## src/rtl/pipe_stage_buf.sv

```systemverilog
// Handshaked pipeline stage register with exception flush and saturating stall counter.
// Define PIPE_STAGE_SKID_EN for the two-entry skid variant with a registered in_ready_o.
module pipe_stage_buf #(
  parameter int DATA_W     = 32,
  parameter int CNT_W      = 16,
  parameter bit CLEAR_DATA = 1'b1
) (
  input  logic              clk,
  input  logic              rst_n,
  input  logic              flush_i,
  input  logic              in_valid_i,
  output logic              in_ready_o,
  input  logic [DATA_W-1:0] in_data_i,
  output logic              out_valid_o,
  input  logic              out_ready_i,
  output logic [DATA_W-1:0] out_data_o,
  output logic [1:0]        occ_o,
  input  logic              stall_clr_i,
  output logic [CNT_W-1:0]  stall_cnt_o
);

  typedef enum logic [1:0] {
    ST_EMPTY = 2'd0,
    ST_ONE   = 2'd1,
    ST_TWO   = 2'd2
  } state_e;

  state_e              state_q, state_d;
  logic                rdy_q;
  logic [DATA_W-1:0]   main_q, main_d;
  logic [CNT_W-1:0]    cnt_q, cnt_d;
  logic                in_xfer;
  logic                out_xfer;

  assign out_valid_o = (state_q != ST_EMPTY);
  assign out_data_o  = main_q;
  assign occ_o       = state_q;
  assign stall_cnt_o = cnt_q;
  assign in_xfer     = in_valid_i & in_ready_o;
  assign out_xfer    = out_valid_o & out_ready_i;

  // rdy_q keeps in_ready_o low through reset and for the release cycle
  always_ff @(posedge clk or negedge rst_n) begin
    if (!rst_n) begin
      rdy_q   <= 1'b0;
      state_q <= ST_EMPTY;
      cnt_q   <= '0;
    end else begin
      rdy_q   <= 1'b1;
      state_q <= state_d;
      cnt_q   <= cnt_d;
    end
  end

  if (CLEAR_DATA) begin : g_main_clr
    always_ff @(posedge clk or negedge rst_n) begin
      if (!rst_n) main_q <= '0;
      else        main_q <= main_d;
    end
  end else begin : g_main_keep
    always_ff @(posedge clk) begin
      main_q <= main_d;
    end
  end

  always_comb begin
    cnt_d = cnt_q;
    if (stall_clr_i) begin
      cnt_d = '0;
    end else if (out_valid_o && !out_ready_i && !(&cnt_q)) begin
      cnt_d = cnt_q + {{(CNT_W-1){1'b0}}, 1'b1};
    end
  end

`ifdef PIPE_STAGE_SKID_EN
  logic [DATA_W-1:0] skid_q, skid_d;

  if (CLEAR_DATA) begin : g_skid_clr
    always_ff @(posedge clk or negedge rst_n) begin
      if (!rst_n) skid_q <= '0;
      else        skid_q <= skid_d;
    end
  end else begin : g_skid_keep
    always_ff @(posedge clk) begin
      skid_q <= skid_d;
    end
  end

  // Depends only on registers, so out_ready_i never reaches in_ready_o.
  assign in_ready_o = rdy_q & (state_q != ST_TWO);

  always_comb begin
    state_d = state_q;
    main_d  = main_q;
    skid_d  = skid_q;
    case (state_q)
      ST_EMPTY: begin
        if (in_xfer) begin
          state_d = ST_ONE;
          main_d  = in_data_i;
        end
      end
      ST_ONE: begin
        if (in_xfer && out_xfer) begin
          main_d = in_data_i;
        end else if (in_xfer) begin
          state_d = ST_TWO;
          skid_d  = in_data_i;
        end else if (out_xfer) begin
          state_d = ST_EMPTY;
        end
      end
      ST_TWO: begin
        if (out_xfer) begin
          state_d = ST_ONE;
          main_d  = skid_q;
        end
      end
      default: state_d = ST_EMPTY;
    endcase
    if (flush_i) begin
      state_d = ST_EMPTY;
      if (CLEAR_DATA) begin
        main_d = '0;
        skid_d = '0;
      end
    end
  end
`else
  assign in_ready_o = rdy_q & (!out_valid_o | out_ready_i);

  always_comb begin
    state_d = state_q;
    main_d  = main_q;
    case (state_q)
      ST_EMPTY: begin
        if (in_xfer) begin
          state_d = ST_ONE;
          main_d  = in_data_i;
        end
      end
      ST_ONE: begin
        // an input transfer while full implies the held beat left this cycle
        if (in_xfer) begin
          main_d = in_data_i;
        end else if (out_xfer) begin
          state_d = ST_EMPTY;
        end
      end
      default: state_d = ST_EMPTY;
    endcase
    if (flush_i) begin
      state_d = ST_EMPTY;
      if (CLEAR_DATA) main_d = '0;
    end
  end
`endif

endmodule

```

## config.mk

```make
export PLATFORM = sky130hd
export DESIGN_NAME = pipe_stage_buf
export DESIGN_NICKNAME = d
export VERILOG_FILES = /design/src/rtl/pipe_stage_buf.sv
export SDC_FILE = /design/constraint.sdc
export NUM_CORES = 1
export LEC_CHECK = 0
export BUFFER_PORTS_ARGS = -buffer_cell sky130_fd_sc_hd__buf_2
export CORE_MARGIN = 2
export CORE_UTILIZATION = 30
export CTS_BUF_LIST = sky130_fd_sc_hd__clkbuf_8
export DETAILED_ROUTE_END_ITERATION = 8
export SLEW_MARGIN = 20
export SYNTH_ARGS = -nofsm -noshare
export SYNTH_HDL_FRONTEND = slang
export SYNTH_SLANG_ARGS = --single-unit
```

## constraint.sdc

```tcl
create_clock -name clk -period 4.2 [get_ports clk]
set_input_delay 0 -clock clk [delete_from_list [all_inputs] [get_ports clk]]
set_output_delay 0 -clock clk [all_outputs]
set_load 0.02 [all_outputs]
```

==> impl_metrics.json, run 1 <==
{
  "maxCapViolations": 0,
  "crit_fanout": 11,
  "synth_edf_count": 0,
  "syn_area_sq_um": 2260,
  "rsz0062_at_grt": "no",
  "synthArstFlopShare_pct": 100,
  "routed_wl_um": 5840,
  "slew_viol_final": 0,
  "root_buffer": "clkbuf_8",
  "clockBufferDepth": 2,
  "dieArea_sq_um": 8250,
  "grt_use_total_pct": 14.2,
  "skew_ps": 13.8,
  "wl_per_cell_um": 12.7,
  "final_util_pct": 43.8,
  "coreArea_sq_um": 7290,
  "syn_inst": 246,
  "worstPathArrival_ps": 2520,
  "drc": 0,
  "antenna_found_initial": 0,
  "drtPass1Iterations": 4,
  "hpwlAfterDp_um": 3640,
  "die_h_um": 90.8,
  "ys_top_cells_by_area": "dfrtp_1, nand2_1, a21oi_1",
  "start_kind": "flip-flop",
  "cts_tree": "built",
  "fp.dieW_um": 90.8,
  "worstMarginPinSlew_ps": 742,
  "std_cell_rows": 31,
  "yosysTopAreaCell": "dfrtp_1",
  "clk_latency_ps": 300,
  "fillers": 748,
  "start_util_pct": 31.0,
  "setup_violations": 0,
  "design_area_sq_um": 3190,
  "finalCriticalPeriod_ps": 2330,
  "ys_ff_latch": 50,
  "hold_class": "in -> reg",
  "synth_fp_nets": 285,
  "maxSlewHeadroom_pct": 50.4,
  "status": "complete, no violations",
  "hold_violations": 0,
  "postSynthAreaPerCell_sq_um": 9.20,
  "viasPerCell": 4.72,
  "vias": 2160,
  "grt_max_degree": 51,
  "area_growth_pct": 41.1,
  "fin_tns_setup_ps": 0,
  "grt-ovfl-total": 0,
  "cellPowerDensity_nw_per_um2": 289,
  "peakVddDrop_uv": 117,
  "place_area_sq_um": 2770,
  "ys.flop_type": "dfrtp_1",
  "cts_inserted_buffers": 5,
  "ant_nets": 0,
  "first_global_vias": 2118,
  "worstSetupEndpointType": "flip-flop",
  "r2r_start": "stall_cnt_o[0]$_DFFE_PN0P_",
  "diodes": 0,
  "rrSetupSlack_ps": 1870,
  "max_freq_mhz": 429,
  "setup.worst_path.end": "stall_cnt_o[5]$_DFFE_PN0P_",
  "worst_r2r_path_depth": 6,
  "finalCritPeriodShare_pct": 55.5,
  "yosysTopAreaCellShare_pct": 55.3,
  "crit_start": "stall_cnt_o[0]$_DFFE_PN0P_",
  "critPathKind": "reg -> reg",
  "numPortBuffers": 88,
  "cts_sinks": 50,
  "yosys_warnings": 0,
  "gp_congestion": 0.791,
  "io_pins": 90,
  "yosysUniqueCellTypes": 31,
  "drtIter0Drc": 88,
  "reg2reg_to": "stall_cnt_o[5]$_DFFE_PN0P_",
  "drive_above_1_share_pct": 29.8,
  "grt_pass1_wl_um": 9770,
  "clk_pin_slew_worst_paths_ps": 100,
  "ys_seq_area_share_pct": 55.3,
  "htree_levels": 2,
  "cp.required_ps": 4390,
  "finalNetCount": 397,
  "cts_resized": 0,
  "total_leakage_power_uw": 0.00155
}
cell type report:
type / instances / area [sq um] / share of cell area [%]
clock inverters: 2 / 8.76 / 0.274
clock buffers: 6 / 82.6 / 2.59
multi-input cells: 175 / 921 / 28.9
inverters: 1 / 3.75 / 0.118
flip-flops and latches: 50 / 1250 / 39.2
well taps: 99 / 124 / 3.88
repair buffers: 125 / 801 / 25.1
cell usage after synthesis (2+ instances only):
cell and instances:
nand2_1 68, dfrtp_1 50, a21oi_1 43, clkbuf_1 14, nor2_1 7, nand3_1 6, mux2_2 5, nor2b_1 5
o21ai_0 5, o31ai_1 5, or3_1 5, or4_1 5, nor4b_1 4, and4_1 3, nand4_1 3, buf_4 2
conb_1 2
kinds of logic after synthesis:
kind of cell | Yosys count | share of synthesized area (%)
AO/OA/AOI/OAI | 54 | 12.8
XOR/XNOR | 1 | 0.387
adder cells (fa/ha/maj) | 1 | 0.553
buffers and inverters | 21 | 4.26
flip-flops | 50 | 55.3
multiplexers | 5 | 2.49
other | 2 | 0.332
AND/OR/NAND/NOR | 112 | 23.9
repair_timing:
action,CTS,global route
hold buffers,33,0
endpoints found under the hold margin,82,0
buffers inserted,0,0
placed cells by master (no fill, tap or decap), types with 2 or more instances in the layout:
master and instances:
clkbuf_8 6, or3_1 5, nor2_1 7, dlygate4sd3_1 33, buf_2 88, nand3_1 6, nor2b_1 5, or4_1 5
o21ai_0 5, buf_4 4, inv_1 2, o31ai_1 5, dfrtp_1 50, nand4_1 3, mux2_2 5, nor4b_1 3
a21oi_1 43, and4_1 3, nand2_1 68, conb_1 2
worst min-delay path by stage:
stage                           start                          to  slack (ps)  depth (start not counted)
after floorplan                 rst_n        occ_o[0]$_DFFE_PN0P_        -300                          0
after global placement          rst_n  out_data_o[13]$_DFFE_PN0P_         160                          2
after detailed placement        rst_n  out_data_o[13]$_DFFE_PN0P_         160                          2
after CTS                 stall_clr_i  stall_cnt_o[8]$_DFFE_PN0P_         100                          2
after global routing      stall_clr_i  stall_cnt_o[8]$_DFFE_PN0P_         110                          2
final                     stall_clr_i  stall_cnt_o[8]$_DFFE_PN0P_         100                          2
routing by layer:
| layer | vias to the layer above | global-route usage [%] | wire, um | part of all wire, % |
|---|---|---|---|---|
| met3 | 2 | 2.34 | 210 | 3.6 |
| met5 | - | 0 | 0 | 0 |
| met1 | 1046 | 18.2 | 2670 | 46 |
| met4 | 0 | 3.41 | 41 | 0.70 |
| met2 | 57 | 25.1 | 2920 | 50 |
| li1 | 1055 | - | - | - |
critical path, cell delays in order (launching register included):
cell and delay [ps]:
dfrtp_1 420, ha_1 210, nand4_1 210, nor4b_2 740, buf_4 290, nor4_1 70, mux2_2 280
through the flow:
stage               setup WS [ps]  total power [uW]  hold slack (ps)  std cells
finish                       1870               921              105        458
global route                 1620               976              114        458
CTS                          1890               938              102        458
detailed placement           1900               624              157        417
global placement             1980               622              158        417
floorplan                    2130               573             -296        246
state kept, by name (all words and copies together), names as in the netlist:
register	count
stall_cnt_o	16
occ_o	1
out_data_o	32
rdy_q	1
power breakdown:
part | internal, uW | leakage [uW] | switching (uW)
Clock | 131 | 0.0000524 | 154
Combinational | 56.3 | 0.000810 | 76.1
Sequential | 496 | 0.000684 | 8.34
Total | 683 | 0.00155 | 238
Note: power is estimated with default switching activity, not from simulation.
==> run 2, diff against run 1 <==
clock period = 1.86 ns   (was 4.2 ns; I/O delays follow)
==> impl_metrics.json, run 2 (same netlist as run 1, synthesis figures left out) <==
{
  "status": "complete, no violations",
  "timing.critical_path.slowest_cell_delay_ps": 410,
  "finalCritPeriodShare_pct": 96.4,
  "grt_max_degree": 34,
  "drc": 0,
  "cp.required_ps": 2050,
  "grt_pass1_wl_um": 10400,
  "setup_violations": 0,
  "worstMarginPinSlew_ps": 623,
  "drive_above_1_share_pct": 37.5,
  "clk_latency_ps": 300,
  "drtIter0Drc": 100,
  "coreArea_sq_um": 7290,
  "final_cell_mix": "buf_2, nand2_1, dfrtp_1",
  "start_kind": "flip-flop",
  "cts_inserted_buffers": 5,
  "final_common_cell": "buf_2",
  "setup_slack_ps": 67.6,
  "finalNetCount": 417,
  "clk_pin_slew_worst_paths_ps": 90,
  "worstPathCellList": "ha_4 -> nand4_1 -> buf_4 -> buf_4 -> nor4b_2 -> mux2_2",
  "diodes": 0,
  "cts_sinks": 50,
  "rsz0062_at_grt": "yes",
  "finalCriticalPeriod_ps": 1790,
  "drtPass1Iterations": 4,
  "place_area_sq_um": 2930,
  "hpwlAfterDp_um": 4050,
  "routed_wl_um": 6020,
  "die_h_um": 90.8,
  "worstSetupEndpointType": "flip-flop",
  "final_util_pct": 47.5,
  "gp_congestion": 0.809,
  "root_buffer": "clkbuf_8",
  "crit_start": "stall_cnt_o[0]$_DFFE_PN0P_",
  "r2r_start": "stall_cnt_o[0]$_DFFE_PN0P_",
  "area_growth_pct": 53.0,
  "cts_tree": "built",
  "worstPathArrival_ps": 1980,
  "worstHoldStart": "stall_clr_i",
  "crit_fanout": 3,
  "cp_common_cell": "buf_4",
  "largest_reg_flops": 32,
  "cellPowerDensity_nw_per_um2": 622,
  "wl_per_cell_um": 12.6,
  "maxSlewHeadroom_pct": 58.5,
  "std_cell_rows": 31,
  "hold_class": "in -> reg",
  "maxCapViolations": 0,
  "rrSetupSlack_ps": 70,
  "skew_ps": 12.5,
  "antenna_found_initial": 0,
  "pre_cts_ws_ps": -92.9,
  "critPathKind": "reg -> reg",
  "grt_use_total_pct": 15.2,
  "start_util_pct": 31.0,
  "max_freq_mhz": 558,
  "viasPerCell": 4.65,
  "htree_levels": 2,
  "fp.dieW_um": 90.8,
  "slew_viol_final": 0,
  "hold_ws_ps": 120,
  "first_global_vias": 2279,
  "min_delay_worst_endpoint": "stall_cnt_o[9]$_DFFE_PN0P_",
  "whs_path_depth": 2,
  "grt-ovfl-total": 0,
  "slowest_stage": "dfrtp_2",
  "finalPower_uw": 2150,
  "io_pins": 90,
  "ant_nets": 0,
  "hold_violations": 0,
  "reg2reg_to": "stall_cnt_o[6]$_DFFE_PN0P_",
  "clockBufferDepth": 2,
  "design_area_sq_um": 3460,
  "fillers": 731,
  "dieArea_sq_um": 8250,
  "total_leakage_power_uw": 0.00167,
  "numPortBuffers": 88,
  "peakVddDrop_uv": 289,
  "worst_r2r_path_depth": 6,
  "vias": 2221
}
## run 2: cell types whose count changed in the layout (fill, tap and decap cells not counted), sizes merged
cell and delta:
inv -1, clkbuf +1, buf +20
## run 2: area by class of cell
| type | count | area (sq um) | area share, % |
|---|---|---|---|
| Sequential cell | 50 | 1260 | 36.4 |
| Multi-Input combinational cell | 175 | 992 | 28.7 |
| Timing Repair Buffer | 145 | 977 | 28.2 |
| Tap cell | 99 | 124 | 3.58 |
| Clock buffer | 7 | 96.3 | 2.78 |
| Clock inverter | 1 | 8.76 | 0.253 |
| Inverter | 1 | 3.75 | 0.108 |
## run 2: worst max-delay path, delay by kind of cell (launching register included)
family	cells	cell delay, ps
buf+inv	2	340
fa+ha+maj	1	150
simple gates	2	420
flops	1	410
mux	1	360
## run 2: per-stage QoR
stage	setup TNS (ps)	instances
2_1_floorplan	-128	246
3_3_place_gp	0	431
3_5_place_dp	-115	431
4_1_cts	0	474
5_1_grt	-238	478
6_report	0	478
## run 2: metal layers
metal | up-vias | GRT usage [%] | wire length [um]
met1 | 1055 | 19.0 | 2750
met2 | 61 | 26.8 | 2950
met3 | 6 | 3.34 | 260
met5 | - | 0 | 0
li1 | 1099 | - | -
met4 | 0 | 3.79 | 61
## run 2: what timing repair did
item | in CTS | in global routing
gates cloned | 1 | 0
gates resized for setup | 5 | 6
buffers inserted | 1 | 4
pin swaps | 2 | 3
setup endpoints to repair | 4 | 13
hold endpoints to repair | 55 | 0
hold buffers | 33 | 0
## run 2: report_power, final
group / switching (uW) / total, uW / internal, uW / leakage [uW]
Sequential: 18.4 / 1140 / 1120 / 0.000673
Combinational: 174 / 312 / 138 / 0.000943
Clock: 363 / 704 / 341 / 0.0000544
## run 2: how the worst max path moves through the flow
stage                                        endpoint  slack, ps  depth (start not counted)
after floorplan           stall_cnt_o[15]$_DFFE_PN0P_        -80                          6
after global placement    stall_cnt_o[14]$_DFFE_PN0P_         10                          6
after detailed placement  stall_cnt_o[14]$_DFFE_PN0P_        -90                          6
after CTS                 stall_cnt_o[14]$_DFFE_PN0P_         10                          6
after global routing       stall_cnt_o[5]$_DFFE_PN0P_        -50                          6
final                      stall_cnt_o[6]$_DFFE_PN0P_         70                          6
==> run 3, diff against run 2 <==
CORE_MARGIN = 10   (was 2)
RECOVER_POWER = 25   (was unset)
==> impl_metrics.json, run 3 (same netlist as run 1, synthesis figures left out) <==
{
  "slowest_stage": "or4_4",
  "final_util_pct": 47.0,
  "diodes": 0,
  "root_buffer": "clkbuf_8",
  "total_leakage_power_uw": 0.00162,
  "worstMarginPinSlew_ps": 1440,
  "htree_levels": 2,
  "die_h_um": 107,
  "power.internal_uw": 1560,
  "setup_slack_ps": 55.9,
  "cellPowerDensity_nw_per_um2": 617,
  "p_sw_uw": 560,
  "largest_reg_flops": 32,
  "finalCritPeriodShare_pct": 97.0,
  "first_global_vias": 2145,
  "clockBufferDepth": 2,
  "peakVddDrop_uv": 330,
  "routed_wl_um": 6810,
  "numPortBuffers": 88,
  "worstPathArrival_ps": 2000,
  "combinationalPowerShare_pct": 14.9,
  "seq_area_sq_um": 1260,
  "coreArea_sq_um": 7290,
  "critical_path_buf_inv_count": 1,
  "io_pins": 90,
  "crit_family": "simple AND/OR/NAND/NOR gates",
  "worstSetupEndpointType": "flip-flop",
  "instances_no_fill": 475,
  "fillers": 741,
  "crit_fanout": 8,
  "drtPass1Iterations": 4,
  "hold_violations": 0,
  "grt_max_degree": 34,
  "timing.critical_path.slowest_cell_delay_ps": 500,
  "clk_latency_ps": 300,
  "grt-ovfl-total": 0,
  "final_cell_mix": "buf_2, nand2_1, dfrtp_1",
  "ant_nets": 0,
  "grt_use_total_pct": 11.6,
  "drive_above_1_share_pct": 35.1,
  "start_util_pct": 31.0,
  "grt_pass1_wl_um": 11100,
  "cts_sinks": 50,
  "vias": 2186,
  "finalCriticalPeriod_ps": 1800,
  "drc": 0,
  "worstPathCellList": "buf_4 -> nand3_2 -> or4_4 -> nor4b_4 -> mux2_4",
  "drtIter0Drc": 43,
  "finalPower_uw": 2120,
  "start_kind": "flip-flop",
  "slew_viol_final": 0,
  "maxCapViolations": 0,
  "viasPerCell": 4.60,
  "final_common_cell": "buf_2",
  "skew_ps": 9.35,
  "multi_input_area_sq_um": 996,
  "std_cell_rows": 31,
  "status": "complete, no violations",
  "antenna_found_initial": 0,
  "max_freq_mhz": 554,
  "rsz0062_at_grt": "yes",
  "finalNetCount": 414,
  "wl_per_cell_um": 14.3,
  "hold_class": "in -> reg",
  "clk_pin_slew_worst_paths_ps": 90,
  "hpwlAfterDp_um": 4750,
  "fp.dieW_um": 107,
  "clkPwrFrac_pct": 31.4,
  "area_growth_pct": 51.7,
  "cts_tree": "built",
  "pre_cts_ws_ps": -25.5,
  "maxSlewHeadroom_pct": 4.30,
  "cp.required_ps": 2050,
  "critPathKind": "reg -> reg",
  "pwr-share-seq_pct": 53.8,
  "dieArea_sq_um": 11400,
  "gp_congestion": 0.778,
  "dpl.cell_count": 430,
  "setup_violations": 0,
  "p_sw_share_pct": 26.5,
  "cts_inserted_buffers": 5
}
==> run 3: power by group through the flow <==
stage | logic [uW] | clock network, uW | registers [uW]
5_1_grt | 350 | 750 | 1140
4_1_cts | 321 | 702 | 1140
6_report | 314 | 664 | 1140
3_3_place_gp | 263 | 0 | 1160
2_1_floorplan | 91.4 | 0 | 1200
3_5_place_dp | 267 | 0 | 1160
==> run 3: stage by stage <==
stage | hold slack, ps | instance area, sq um | TNS, ps
floorplan | -296 | 2300 | -128
global placement | 35.7 | 2930 | 0
detailed placement | 36.9 | 2930 | -33.1
CTS | 96.1 | 3370 | 0
global route | 148 | 3430 | -4.48
finish | 113 | 3430 | 0
==> run 3: per-layer routing <==
layer / track usage, % / share of wire (%) / up-vias
met2: 18.7 / 47 / 60
met1: 14.5 / 44 / 1023
met5: 0 / 0 / -
met3: 4.13 / 7.2 / 6
met4: 2.90 / 0.98 / 0
li1: - / - / 1097
==> run 3: what timing repair did <==
item	CTS	global route
hold buffers	33	0
endpoints found under the hold margin	55	0
pin swaps	0	4
endpoints found under the setup margin	4	10
setup buffers	0	3
cloned	0	1
resized for setup	3	8
==> run 3: final timing paths <==
path,endpoint,slack (ps),depth (start not counted),startpoint
min in group asynchronous,stall_cnt_o[13]$_DFFE_PN0P_,560,2,rst_n
worst min register to register,out_data_o[18]$_DFFE_PN0P_,520,2,out_data_o[18]$_DFFE_PN0P_
worst min-delay path,stall_cnt_o[8]$_DFFE_PN0P_,110,2,stall_clr_i
max in group asynchronous,occ_o[0]$_DFFE_PN0P_,360,2,rst_n
worst max-delay path,stall_cnt_o[15]$_DFFE_PN0P_,60,5,stall_cnt_o[1]$_DFFE_PN0P_
worst max register to register,stall_cnt_o[15]$_DFFE_PN0P_,60,5,stall_cnt_o[1]$_DFFE_PN0P_
==> run 3: area by class of cell <==
| cell class | instances | share of cell area [%] |
|---|---|---|
| Timing Repair Buffer | 142 | 27.8 |
| Multi-Input combinational cell | 175 | 29.0 |
| Clock inverter | 2 | 0.365 |
| Tap cell | 99 | 3.61 |
| Inverter | 1 | 0.109 |
| Clock buffer | 6 | 2.41 |
| Sequential cell | 50 | 36.7 |
